## config.mk

```make
export PLATFORM = sky130hd
export DESIGN_NAME = keypad_scanner
export DESIGN_NICKNAME = d
export VERILOG_FILES = /design/src/rtl/keypad_pkg.sv /design/src/rtl/keypad_fifo.sv /design/src/rtl/keypad_scanner.sv
export SDC_FILE = /design/constraint.sdc
export NUM_CORES = 1
export LEC_CHECK = 0
export BUFFER_PORTS_ARGS = -buffer_cell sky130_fd_sc_hd__buf_4
export CELL_PAD_IN_SITES_DETAIL_PLACEMENT = 1
export CELL_PAD_IN_SITES_GLOBAL_PLACEMENT = 1
export CORE_MARGIN = 8
export CORE_UTILIZATION = 45
export DETAILED_ROUTE_END_ITERATION = 12
export PLACE_DENSITY_LB_ADDON = 0.15
export SLEW_MARGIN = 20
export SYNTH_ARGS = -nofsm -noshare
export SYNTH_HDL_FRONTEND = slang
export SYNTH_SLANG_ARGS = --single-unit
```

## constraint.sdc

```tcl
create_clock -name clk -period 5.1 [get_ports clk]
set_clock_uncertainty 0.05 [all_clocks]
set_input_delay 0.51 -clock clk [delete_from_list [all_inputs] [get_ports clk]]
set_output_delay 0.51 -clock clk [all_outputs]
set_load 0.1 [all_outputs]
```

## src/rtl/keypad_pkg.sv

```systemverilog
// Shared types and helpers for the keypad scanner and its code FIFO.
package keypad_pkg;

  typedef enum logic [1:0] {
    IDLE    = 2'd0,
    HELD    = 2'd1,
    RELEASE = 2'd2
  } kp_state_e;

  // Set in the code MSB to distinguish operation pins from matrix keys
  localparam logic OP_CODE_MSB = 1'b1;

  function automatic int unsigned calc_data_w(input int unsigned rows,
                                              input int unsigned cols,
                                              input int unsigned num_ops);
    int unsigned key_w;
    int unsigned op_w;
    key_w = $clog2(rows * cols);
    op_w  = $clog2(num_ops);
    return 1 + ((key_w > op_w) ? key_w : op_w);
  endfunction

endpackage

```

## src/rtl/keypad_fifo.sv

```systemverilog
// Synchronous FIFO with registered head/valid and a registered push-dropped pulse.
module keypad_fifo #(
  parameter int unsigned WIDTH = 5,
  parameter int unsigned DEPTH = 4
) (
  input  logic             clk,
  input  logic             rst_n,
  input  logic             push_i,
  input  logic [WIDTH-1:0] push_data_i,
  input  logic             pop_i,
  output logic [WIDTH-1:0] head_o,
  output logic             valid_o,
  output logic             drop_o
);

  localparam int unsigned AW = $clog2(DEPTH);

  logic [WIDTH-1:0] mem_q [DEPTH];
  logic [AW:0]      wr_q, wr_d, rd_q, rd_d;
  logic [WIDTH-1:0] head_q, head_d;
  logic             valid_q, drop_q;
  logic             full, empty, do_push, do_pop, drop_d;

  // A pop frees a slot in the same cycle, so a full FIFO still accepts push+pop
  always_comb begin
    empty   = (wr_q == rd_q);
    full    = (wr_q[AW-1:0] == rd_q[AW-1:0]) && (wr_q[AW] != rd_q[AW]);
    do_pop  = pop_i && !empty;
    do_push = push_i && (!full || do_pop);
    drop_d  = push_i && full && !do_pop;
    wr_d    = do_push ? wr_q + (AW+1)'(1) : wr_q;
    rd_d    = do_pop  ? rd_q + (AW+1)'(1) : rd_q;
    // New head bypasses memory when it is the entry being written now
    if (do_push && (wr_q[AW-1:0] == rd_d[AW-1:0])) begin
      head_d = push_data_i;
    end else begin
      head_d = mem_q[rd_d[AW-1:0]];
    end
  end

  always_ff @(posedge clk) begin
    if (do_push) begin
      mem_q[wr_q[AW-1:0]] <= push_data_i;
    end
  end

  always_ff @(posedge clk or negedge rst_n) begin
    if (!rst_n) begin
      wr_q    <= '0;
      rd_q    <= '0;
      head_q  <= '0;
      valid_q <= 1'b0;
      drop_q  <= 1'b0;
    end else begin
      wr_q    <= wr_d;
      rd_q    <= rd_d;
      head_q  <= head_d;
      valid_q <= (wr_d != rd_d);
      drop_q  <= drop_d;
    end
  end

  assign head_o  = head_q;
  assign valid_o = valid_q;
  assign drop_o  = drop_q;

endmodule

```

## src/rtl/keypad_scanner.sv

```systemverilog
// Matrix + op-pin keypad front end: row scan, priority decode, release
// debounce FSM and a buffered valid/ready code output.
module keypad_scanner
  import keypad_pkg::*;
#(
  parameter int unsigned ROWS           = 4,
  parameter int unsigned COLS           = 4,
  parameter int unsigned NUM_OPS        = 7,
  parameter int unsigned SCAN_DIV       = 2,
  parameter int unsigned DEBOUNCE_SCANS = 2,
  parameter int unsigned FIFO_DEPTH     = 4,
  localparam int unsigned DATA_W        = calc_data_w(ROWS, COLS, NUM_OPS)
) (
  input  logic                clk,
  input  logic                rst_n,
  output logic [ROWS-1:0]     o_word_lines,
  input  logic [COLS-1:0]     i_bit_lines,
  input  logic [NUM_OPS-1:0]  i_op_pins,
  output logic [DATA_W-1:0]   o_data,
  output logic                o_valid,
  input  logic                i_ready,
  output logic                o_overflow
);

  localparam int unsigned ROW_W = (ROWS > 1) ? $clog2(ROWS) : 1;
  localparam int unsigned DIV_W = (SCAN_DIV > 1) ? $clog2(SCAN_DIV) : 1;
  localparam int unsigned COL_W = (COLS > 1) ? $clog2(COLS) : 1;
  localparam int unsigned KEY_W = $clog2(ROWS * COLS);
  localparam int unsigned OP_W  = (NUM_OPS > 1) ? $clog2(NUM_OPS) : 1;
  localparam int unsigned REL_W = $clog2(DEBOUNCE_SCANS + 1);

  kp_state_e         state_q, state_d;
  logic [ROW_W-1:0]  row_q, row_d;
  logic [DIV_W-1:0]  dwell_q, dwell_d;
  logic [ROWS-1:0]   word_q, word_d;
  logic              frame_hit_q, frame_hit_d;
  logic [DATA_W-1:0] code_q, code_d;
  logic [REL_W-1:0]  rel_q, rel_d, rel_inc;

  logic              sample, frame_end, sample_valid, hit_now, push;
  logic              op_hit, col_hit;
  logic [OP_W-1:0]   op_idx;
  logic [COL_W-1:0]  col_idx;
  logic [KEY_W-1:0]  key_idx;
  logic [DATA_W-1:0] samp_code;

  // Row dwell counter; the sample is taken in the last dwell cycle of each row
  always_comb begin
    sample    = (dwell_q == DIV_W'(SCAN_DIV - 1));
    frame_end = sample && (row_q == ROW_W'(ROWS - 1));
    dwell_d   = sample ? '0 : DIV_W'(dwell_q + DIV_W'(1));
    row_d     = row_q;
    if (sample) begin
      row_d = (row_q == ROW_W'(ROWS - 1)) ? '0 : ROW_W'(row_q + ROW_W'(1));
    end
    word_d = ROWS'(1) << row_d;
  end

  // Lowest op pin wins over everything; otherwise highest active column
  always_comb begin
    op_hit  = |i_op_pins;
    col_hit = |i_bit_lines;
    op_idx  = '0;
    for (int i = int'(NUM_OPS) - 1; i >= 0; i--) begin
      if (i_op_pins[i]) op_idx = OP_W'(i);
    end
    col_idx = '0;
    for (int c = 0; c < int'(COLS); c++) begin
      if (i_bit_lines[c]) col_idx = COL_W'(c);
    end
    key_idx      = KEY_W'(32'(row_q) * COLS + 32'(col_idx));
    samp_code    = op_hit ? {OP_CODE_MSB, (DATA_W-1)'(op_idx)}
                          : {1'b0, (DATA_W-1)'(key_idx)};
    sample_valid = sample && (op_hit || col_hit);
    hit_now      = frame_hit_q || sample_valid;
    frame_hit_d  = frame_end ? 1'b0 : hit_now;
  end

  always_comb begin
    state_d = state_q;
    code_d  = code_q;
    rel_d   = rel_q;
    push    = 1'b0;
    rel_inc = REL_W'(rel_q + REL_W'(1));
    case (state_q)
      IDLE: begin
        if (sample_valid) begin
          state_d = HELD;
          code_d  = samp_code;
        end
      end
      HELD: begin
        if (sample_valid) begin
          code_d = samp_code;
        end else if (frame_end && !hit_now) begin
          if (DEBOUNCE_SCANS == 1) begin
            push    = 1'b1;
            state_d = IDLE;
            rel_d   = '0;
          end else begin
            state_d = RELEASE;
            rel_d   = REL_W'(1);
          end
        end
      end
      RELEASE: begin
        // A bounce restarts the release count and takes the newer code
        if (sample_valid) begin
          state_d = HELD;
          rel_d   = '0;
          code_d  = samp_code;
        end else if (frame_end && !hit_now) begin
          if (rel_inc == REL_W'(DEBOUNCE_SCANS)) begin
            push    = 1'b1;
            state_d = IDLE;
            rel_d   = '0;
          end else begin
            rel_d = rel_inc;
          end
        end
      end
      default: begin
        state_d = IDLE;
        rel_d   = '0;
      end
    endcase
  end

  always_ff @(posedge clk or negedge rst_n) begin
    if (!rst_n) begin
      state_q     <= IDLE;
      row_q       <= '0;
      dwell_q     <= '0;
      word_q      <= ROWS'(1);
      frame_hit_q <= 1'b0;
      code_q      <= '0;
      rel_q       <= '0;
    end else begin
      state_q     <= state_d;
      row_q       <= row_d;
      dwell_q     <= dwell_d;
      word_q      <= word_d;
      frame_hit_q <= frame_hit_d;
      code_q      <= code_d;
      rel_q       <= rel_d;
    end
  end

  keypad_fifo #(
    .WIDTH (DATA_W),
    .DEPTH (FIFO_DEPTH)
  ) u_fifo (
    .clk         (clk),
    .rst_n       (rst_n),
    .push_i      (push),
    .push_data_i (code_q),
    .pop_i       (i_ready),
    .head_o      (o_data),
    .valid_o     (o_valid),
    .drop_o      (o_overflow)
  );

  assign o_word_lines = word_q;

endmodule

```

# ---- Word level (Yosys, flattened, before mapping)
# Memory sizes are Yosys's and may differ from the RTL's. A register that Yosys moved wholly into a read port is not among the register bits.
# Index checks and enable logic that the tools add are counted.
# Widths: inputs -> output; s select.
dict set report totals {
  inputBits 14
  output_inout_bits 11
  n_memories 1
  wordCells 92
  register_bits 25
  ram_bits 20
}
# name words width rd rd_clocked_by_memory_dff write_ports line
set mem_list {}
lappend mem_list {u_fifo.mem_q 4 5 1 1 1 keypad_fifo.sv:18} ;# logic [WIDTH-1:0] mem_q [DEPTH];
dict set report classes {
  n_reduce_logical 23
  eq_ne 13
  muxes 36
  n_bitwise 1
  n_addsub 6
  shifts 1
}
# op n
set ops {}
lappend ops {{$mux 2} 15}
lappend ops {{$mux 3} 9}
lappend ops {{$pmux 2 s3} 2}
lappend ops {{$mux 1} 9}
lappend ops {{$logic_and 1x1->1} 8}
lappend ops {{$reduce_or 7->1} 1}
lappend ops {{$add 3x1->3 const B} 2}
lappend ops {{$eq 2x2->1 const B} 3}
lappend ops {{$ne 2x2->1 const B} 3}
lappend ops {{$ne 3x3->1 const B} 2}
lappend ops {{$logic_not 1->1} 5}
lappend ops {{$mux 5} 1}
lappend ops {{$reduce_and 5->1} 1}
lappend ops {{$add 2x1->2 const B} 2}
lappend ops {{$add 4x2->4} 1}
lappend ops {{$reduce_and 4->1} 1}
lappend ops {{$reduce_or 4->1} 1}
lappend ops {{$shl 1x2->4 const A} 1}
lappend ops {{$eq 3x3->1} 1}
lappend ops {{$logic_or 1x1->1} 3}
lappend ops {{$ne 3x3->1} 1}
lappend ops {{$reduce_or 3->1} 1}
lappend ops {{$eq 2x1->1 const B} 1}
lappend ops {{$eq 2x2->1} 1}
lappend ops {{5 further kinds} 5}

# ---- Longest topological paths before layout
# Gate-level depths: netlist (run 1).
dict set report depth {
  word_depth 12
  ltp_mapped 8
  mapped_depth_nobuf 7
}

# ---- Hierarchy
# A second synthesis (run 1) with hierarchy kept.
dict set report unflattened {
  cells_unflattened 225
  area_unflattened_um2 2598.7
}
# module area_each_um2 seq_area_each_um2 cells_per_inst instances
set modules_own_cells {}
lappend modules_own_cells {keypad_fifo 1647.8 925.9 132 1}
lappend modules_own_cells {keypad_scanner 950.9 426.7 93 1}

# ---- Worst setup path before layout (run 1)
# OpenSTA, ideal clock, no wires.
dict set report synth_timing {
  kind {input to register}
  startpoint {input i_op_pins[1]}
  endpoint {register u_fifo.valid_q, in the netlist u_fifo.valid_o}
  setup_ns 0.133
  cell_stages 7
  path_slack_ns 2.596
  path_buffers 1
  arrival_time_ns 2.321
  cell_sequence {or4_4 > nor4_4 > and4_1 > buf_6 > mux2_4 > xnor2_1 > nand4bb_1}
}
dict set report synth_between {
  elab_chain_cells 12
}
# item line
set synth_rtl {}
lappend synth_rtl {{start, declared} keypad_scanner.sv:18} ;# input logic [NUM_OPS-1:0] i_op_pins,
lappend synth_rtl {{$reduce_or 7->1 *} keypad_scanner.sv:61} ;# op_hit = |i_op_pins;
lappend synth_rtl {{$logic_or 1x1->1 *} keypad_scanner.sv:74} ;# sample_valid = sample && (op_hit || col_hit);
lappend synth_rtl {{$logic_and 1x1->1 *} keypad_scanner.sv:74}
lappend synth_rtl {{$logic_or 1x1->1} keypad_scanner.sv:75} ;# hit_now = frame_hit_q || sample_valid;
lappend synth_rtl {{$logic_not 1->1} keypad_scanner.sv:112} ;# end else if (frame_end && !hit_now) begin
lappend synth_rtl {{$logic_and 1x1->1} keypad_scanner.sv:112}
lappend synth_rtl {{$mux 1} keypad_scanner.sv:112}
lappend synth_rtl {{$mux 1 *} keypad_scanner.sv:108} ;# if (sample_valid) begin
lappend synth_rtl {{$mux 1 *} keypad_scanner.sv:85} ;# case (state_q)
lappend synth_rtl {{$logic_and 1x1->1 *} keypad_fifo.sv:29} ;# do_push = push_i && (!full || do_pop);
lappend synth_rtl {{$mux 3 *} keypad_fifo.sv:31} ;# wr_d = do_push ? wr_q + (AW+1)'(1) : wr_q;
lappend synth_rtl {{net u_fifo.wr_d[1]} keypad_fifo.sv:19} ;# logic [AW:0] wr_q, wr_d, rd_q, rd_d;
lappend synth_rtl {{$ne 3x3->1 *} keypad_fifo.sv:58} ;# valid_q <= (wr_d != rd_d);
lappend synth_rtl {{end signal, assigned} keypad_fifo.sv:58}
lappend synth_rtl {{end, declared} keypad_fifo.sv:21} ;# logic valid_q, drop_q;
# The timed path passes the listed nets; every way through them passes the cells marked *.
# A chain may end at the register's enable or synchronous reset.

# ---- Worst setup path after layout (run 1)
dict set report layout_timing {
  startpoint {register u_fifo.rd_q[1]}
  endpoint {register u_fifo.head_q[0], in the netlist u_fifo.head_o[0], read port of u_fifo.mem_q}
}
dict set report layout_between {
  elab_chain_cells 4
}
# item line
set layout_rtl {}
lappend layout_rtl {{start, declared} keypad_fifo.sv:19}
lappend layout_rtl {{start signal, assigned} keypad_fifo.sv:56} ;# rd_q <= rd_d;
lappend layout_rtl {{branches (longest 3 deep; another with $add 3x1->3)} -}
lappend layout_rtl {{$mux 3 *} keypad_fifo.sv:32} ;# rd_d = do_pop ? rd_q + (AW+1)'(1) : rd_q;
lappend layout_rtl {{end, declared} keypad_fifo.sv:20} ;# logic [WIDTH-1:0] head_q, head_d;
# Every way passes the cells marked *.

==> flow_metrics.tcl, run 1 <==
set metrics [dict create \
    status "complete, no violations" \
    track_usage_pct 14.3 \
    die_width_um 91.5 \
    diodes 0 \
    pin_count 25 \
    slowest_delay_ns 0.79 \
    powerDensity_nw_per_um2 502 \
    core_region_area_um2 5510 \
    fin_setup_tns_ns 0 \
    path_class "reg2reg" \
    critical_path.endpoint_type "register" \
    setup_violations 0 \
    die-area_um2 8370 \
    rsz0062_at_grt "false" \
    insertion_delay_ns 0.31 \
    port_buffers 24 \
    peakVddDrop_uv 277 \
    hpwlAfterDp_mm 4.09 \
    synth_area_um2 2560 \
    dpl_cell_area_um2 2780 \
    power_leakage_nw 1.30 \
    num_vias 1574 \
    start_kind "register" \
    clk_path_buf_depth 2 \
    hold_viol_final 0 \
    clock-sinks 50 \
    drcViolationCount 0 \
    period_share_pct 59.2 \
    fin_util_pct 53.0 \
    netlist_top_cells_area "dfrtp_1 28%, edfxtp_1 23%, mux2i_1 11%" \
    yosys_warnings 0 \
    final_nets 246 \
    drt-total-wl_mm 5.52 \
    syn_inst 198 \
    layout-drive-gt1-share_pct 23.8 \
    rows 27 \
    crit_slowest_cell "dfrtp_1" \
    cts.reportedPaths.clkPinSlew_ns 0.09 \
    crit_top_cell "mux2i_1" \
    ys.flop_type "dfrtp_1" \
    rrSetupSlack_ns 2.08 \
    cts.repair.resized 0 \
    grt_pass1_wl_mm 9.39 \
    synth_nets 222 \
    synth-edff-count 20 \
    whs_ns 0.0754 \
    wire_per_inst_um 18.7 \
    first_iter_violations 41 \
    ys_types 42 \
    fmax_mhz 331 \
    dr.pass1.iters 5 \
    post-cts-setup-buffer-count 0 \
    avgSynthCellArea_um2 12.9 \
    async_reset_ff_share_pct 60.0 \
    fin_crit_ns 3.02 \
    start_util_pct 46.6 \
    antenna_found_initial 0 \
    synth.yosys.seq_area_share_pct 52.8 \
    slew_violations 0 \
    yosysTopAreaCell "dfrtp_1" \
    crit_fanout 13 \
    gp_congestion 0.858 \
    yosysTopAreaCellShare_pct 28.3 \
    area_growth_pct 13.8 \
    final_antenna_net_count 0 \
    crit_arrival_ns 3.19 \
    gr-total-overflow 0 \
    crit_required_ns 5.27 \
    worstMarginPinSlew_ns 0.680 \
    ctsHoldBuffers 0 \
    cts_tree "built" \
    slew-limit-headroom_pct 54.7 \
    htree_levels 2 \
    synth.most_common_cell "dfrtp_1" \
    die_h_um 91.5 \
    synth_commonest_cells "29 x dfrtp_1, 28 x mux2i_1, 20 x edfxtp_1" \
    drv_cap 0 \
    grt_pass1_vias 1859 \
    vias_per_cell 5.34 \
    numCtsBuffers 5 \
    cts-root-buf "clkbuf_8" \
    holdCritPathClass "in2async" \
    ys_seq_elements 50 \
    stdcell_area_um2 2920 \
    grt_max_degree 31 \
    crit_chain "xor2_1 > o31ai_4 > mux2i_1 > xnor2_1 > and3_1 > mux2i_1" \
]
==> stage by stage <==
stage               worst slack (ns)  power (mW)  instances
CTS                             2.04        1.48        295
floorplan                       2.60        1.02        198
finish                          2.08        1.46        295
detailed placement              2.16        1.14        287
global route                    1.88        1.54        295
global placement                2.30        1.12        287
==> worst max-delay path, delay by kind of cell (launching register included) <==
| family | cells | cell delay, ns |
|---|---|---|
| AOI/OAI and AO/OA | 1 | 0.58 |
| xor gates and xnor gates | 2 | 0.40 |
| DFF | 1 | 0.79 |
| muxes | 2 | 0.72 |
| and+or+nand+nor | 1 | 0.39 |
==> cells in the final DEF (no fill, tap or decap), types with 2 or more instances in the layout <==
cell	synthesis	layout
inv_1	19	19
buf_4	0	24
xor2_1	5	5
xnor2_1	4	4
a21oi_1	9	9
o21a_1	2	2
edfxtp_1	20	20
nor2_1	17	17
or4_4	2	2
ha_1	10	10
clkbuf_8	0	5
nand2_1	9	9
o21ai_0	2	2
dfrtp_1	29	29
mux4_2	5	5
mux2i_1	28	28
and2_2	3	3
nand2b_1	2	2
bufinv_16	0	2
mux2_2	4	4
==> layout make-up <==
class	count	area [um^2]
Fill cell	578	2590
Sequential cell	50	1350
Multi-Input combinational cell	122	1090
Timing Repair Buffer	24	180
Tap cell	72	90.1
Inverter	19	71.3
Clock buffer	5	68.8
Clock inverter	3	63.8
==> worst paths after layout <==
| check | depth (start not counted) | to | startpoint |
|---|---|---|---|
| worst max-delay path | 6 | u_fifo.head_o[0]$_DFF_PN0_ | u_fifo.rd_q[1]$_DFF_PN0_ |
| worst min-delay path | 1 | u_fifo.head_o[3]$_DFF_PN0_ | rst_n |
| worst max register to register | 6 | u_fifo.head_o[0]$_DFF_PN0_ | u_fifo.rd_q[1]$_DFF_PN0_ |
| worst min register to register | 1 | rel_q[1]$_DFFE_PN0P_ | rel_q[1]$_DFFE_PN0P_ |
| max in group asynchronous | 1 | o_word_lines[0]$_DFF_PN1_ | rst_n |
| min in group clk | 1 | rel_q[1]$_DFFE_PN0P_ | rel_q[1]$_DFFE_PN0P_ |
==> logic make-up (layout without fill, tap and decap cells) <==
logic type                 count (synthesis)  in the layout  share of synthesized area (%)
AOI/OAI and AO/OA                         20             20                           5.52
xor gates and xnor gates                  11             11                           4.59
adders and majority gates                 10             10                           4.88
buffers and inverters                     26             51                           4.73
DFF                                       50             50                           52.8
muxes                                     38             38                           17.7
and+or+nand+nor                           43             43                           9.86
==> sequential cells by signal, summed over array words and instances (netlist names), 2 cells and up <==
register / cells
o_word_lines: 4
u_fifo.rd_q: 3
u_fifo.mem_q: 20
u_fifo.head_o: 5
code_q: 5
u_fifo.wr_q: 3
rel_q: 2
state_q: 2
row_q: 2
==> routing by layer <==
| metal | GRT usage [%] | part of all wire, % | vias up |
|---|---|---|---|
| li1 | - | - | 739 |
| met1 | 15.3 | 42 | 798 |
| met2 | 26.3 | 53 | 29 |
| met3 | 3.62 | 3.1 | 8 |
| met4 | 5.18 | 1.7 | 0 |
| met5 | 0 | 0 | - |
==> power breakdown <==
part           switching [mW]  internal [mW]
sequential             0.0718          0.471
clock                   0.134          0.194
combinational           0.354          0.239
total                   0.560          0.905
Power figures use the tool's default switching activity.
==> inputs of run 2 (changes only) <==
==> constraint.sdc (replaced) <==
create_clock -name clk -period 3.05 [get_ports clk]
set_clock_uncertainty 0.05 [all_clocks]
set_input_delay 0.305 -clock clk [delete_from_list [all_inputs] [get_ports clk]]
set_output_delay 0.305 -clock clk [all_outputs]
set_load 0.1 [all_outputs]
==> run 2 against run 1 <==
  * Clock power increased by 24%
  * First-iteration DRC count increased to 3.2 times the previous value
  * Sequential share of layout area about the same
  * Critical path depth unchanged
  * Largest power group unchanged
  * Utilization about the same
==> flow_metrics.tcl, run 2 (synthesized netlist as in run 1, its figures left out) <==
set metrics [dict create \
    numCtsBuffers 5 \
    grt_pass1_vias 1828 \
    diodes 0 \
    fin_crit_ns 2.37 \
    insertion_delay_ns 0.31 \
    internal_power_mw 1.40 \
    area_growth_pct 13.7 \
    path_buf_inv 0 \
    die-area_um2 8370 \
    num_vias 1591 \
    largest_reg_flops 20 \
    slew_violations 0 \
    fin_setup_tns_ns 0 \
    layout_common_cells "29 x dfrtp_1, 28 x mux2i_1, 28 x buf_4" \
    die_h_um 91.5 \
    final_antenna_net_count 0 \
    cts.repair.resized 0 \
    pwr-share-seq_pct 36.0 \
    p_comb_share_pct 46.8 \
    slew-limit-headroom_pct 66.4 \
    die_width_um 91.5 \
    power_leakage_nw 1.31 \
    crit_arrival_ns 2.51 \
    crit_fanout 6 \
    clock-sinks 50 \
    seqCellArea_um2 1350 \
    drcViolationCount 0 \
    antenna_found_initial 0 \
    track_usage_pct 14.2 \
    pin_count 25 \
    core_region_area_um2 5510 \
    start_util_pct 46.6 \
    peakVddDrop_uv 415 \
    drv_cap 0 \
    slowest_delay_ns 0.56 \
    fmax_mhz 421 \
    fillers 571 \
    status "complete, no violations" \
    first_iter_violations 130 \
    drt-total-wl_mm 5.47 \
    cts_tree "built" \
    pre_cts_ws_ns 0.455 \
    start_kind "register" \
    clk_path_buf_depth 2 \
    crit_required_ns 3.19 \
    final_nets 251 \
    crit_slowest_cell "or4b_1" \
    dr.pass1.iters 4 \
    port_buffers 24 \
    path_delay_family "simple AND/OR/NAND/NOR gates" \
    critical_path.endpoint_type "register" \
    path_class "reg2reg" \
    period_share_pct 77.8 \
    p_sw_share_pct 40.5 \
    hold_viol_final 0 \
    clkPwrFrac_pct 17.2 \
    layout-drive-gt1-share_pct 25.0 \
    cts.reportedPaths.clkPinSlew_ns 0.09 \
    multi_input_area_um2 1090 \
    grt_max_degree 31 \
    cts-root-buf "clkbuf_8" \
    gp_congestion 0.789 \
    gr-total-overflow 0 \
    final_common_cell "dfrtp_1" \
    worstMarginPinSlew_ns 0.492 \
    setup_ws_ns 0.676 \
    hpwlAfterDp_mm 4.30 \
    rows 27 \
    htree_levels 2 \
    powerDensity_nw_per_um2 809 \
    wire_per_inst_um 18.2 \
    switchingPower_mw 0.954 \
    vias_per_cell 5.30 \
    crit_chain "xor2_1 > or4b_1 > and4_1 > mux2_4 > xnor2_1 > nand4bb_1" \
    setup_violations 0 \
    rsz0062_at_grt "false" \
    grt_pass1_wl_mm 9.31 \
    holdCritPathClass "in2reg" \
    rrSetupSlack_ns 0.68 \
]
-- run 2: metal layers --
| metal | vias to the layer above | routed length (um) | GRT usage (%) |
|---|---|---|---|
| li1 | 752 | - | - |
| met1 | 809 | 2350 | 16.2 |
| met2 | 24 | 2890 | 25.4 |
| met3 | 6 | 160 | 3.21 |
| met4 | 0 | 80 | 4.91 |
| met5 | - | 0 | 0 |
-- run 2: final timing paths --
path / startpoint / to / depth (start not counted)
min reg2reg: rel_q[1]$_DFFE_PN0P_ / rel_q[1]$_DFFE_PN0P_ / 1
max in group asynchronous: rst_n / o_word_lines[0]$_DFF_PN1_ / 2
max reg2reg: u_fifo.wr_q[2]$_DFF_PN0_ / u_fifo.valid_o$_DFF_PN0_ / 6
min: i_op_pins[2] / code_q[2]$_DFFE_PN0P_ / 3
min in group asynchronous: rst_n / u_fifo.head_o[4]$_DFF_PN0_ / 2
max: u_fifo.wr_q[2]$_DFF_PN0_ / u_fifo.valid_o$_DFF_PN0_ / 6
-- run 2: metrics by stage --
stage	std cells	power, mW	util (%)	hold WS, ns	cell area [um^2]
6_report	300	2.36	52.9	0.299	2920
5_1_grt	300	2.49	52.9	0.311	2920
4_1_cts	300	2.38	52.9	0.296	2920
3_5_place_dp	291	1.98	51.1	0.220	2810
3_3_place_gp	291	1.93	51.1	0.213	2810
2_1_floorplan	198	1.71	-	-0.0406	2560
-- run 2: what timing repair did --
action,in CTS,in global routing
endpoints found under the setup margin,0,0
hold buffers,1,0
buffers inserted,0,0
hold endpoints to repair,29,0
-- run 2: area by class of cell --
type / count / area share [%]
clock buffers: 7 / 2.96
clock inverters: 1 / 0.172
inverters: 19 / 2.45
multi-input cells: 122 / 37.4
flip-flops and latches: 50 / 46.4
well taps: 72 / 3.09
repair buffers: 29 / 7.55
-- run 2: worst reg2reg max path, stage by stage (launching register included) --
cell and delay [ns]:
dfrtp_1 0.43, xor2_1 0.30, or4b_1 0.56, and4_1 0.29
mux2_4 0.33, xnor2_1 0.12, nand4bb_1 0.19
-- run 2: power by group through the flow --
| stage | logic, mW | clock network (mW) | registers [mW] |
|---|---|---|---|
| after floorplan | 0.617 | 0 | 1.09 |
| after global placement | 1.07 | 0 | 0.857 |
| after detailed placement | 1.12 | 0 | 0.866 |
| after CTS | 1.12 | 0.410 | 0.852 |
| after global routing | 1.20 | 0.434 | 0.860 |
| final | 1.10 | 0.406 | 0.849 |
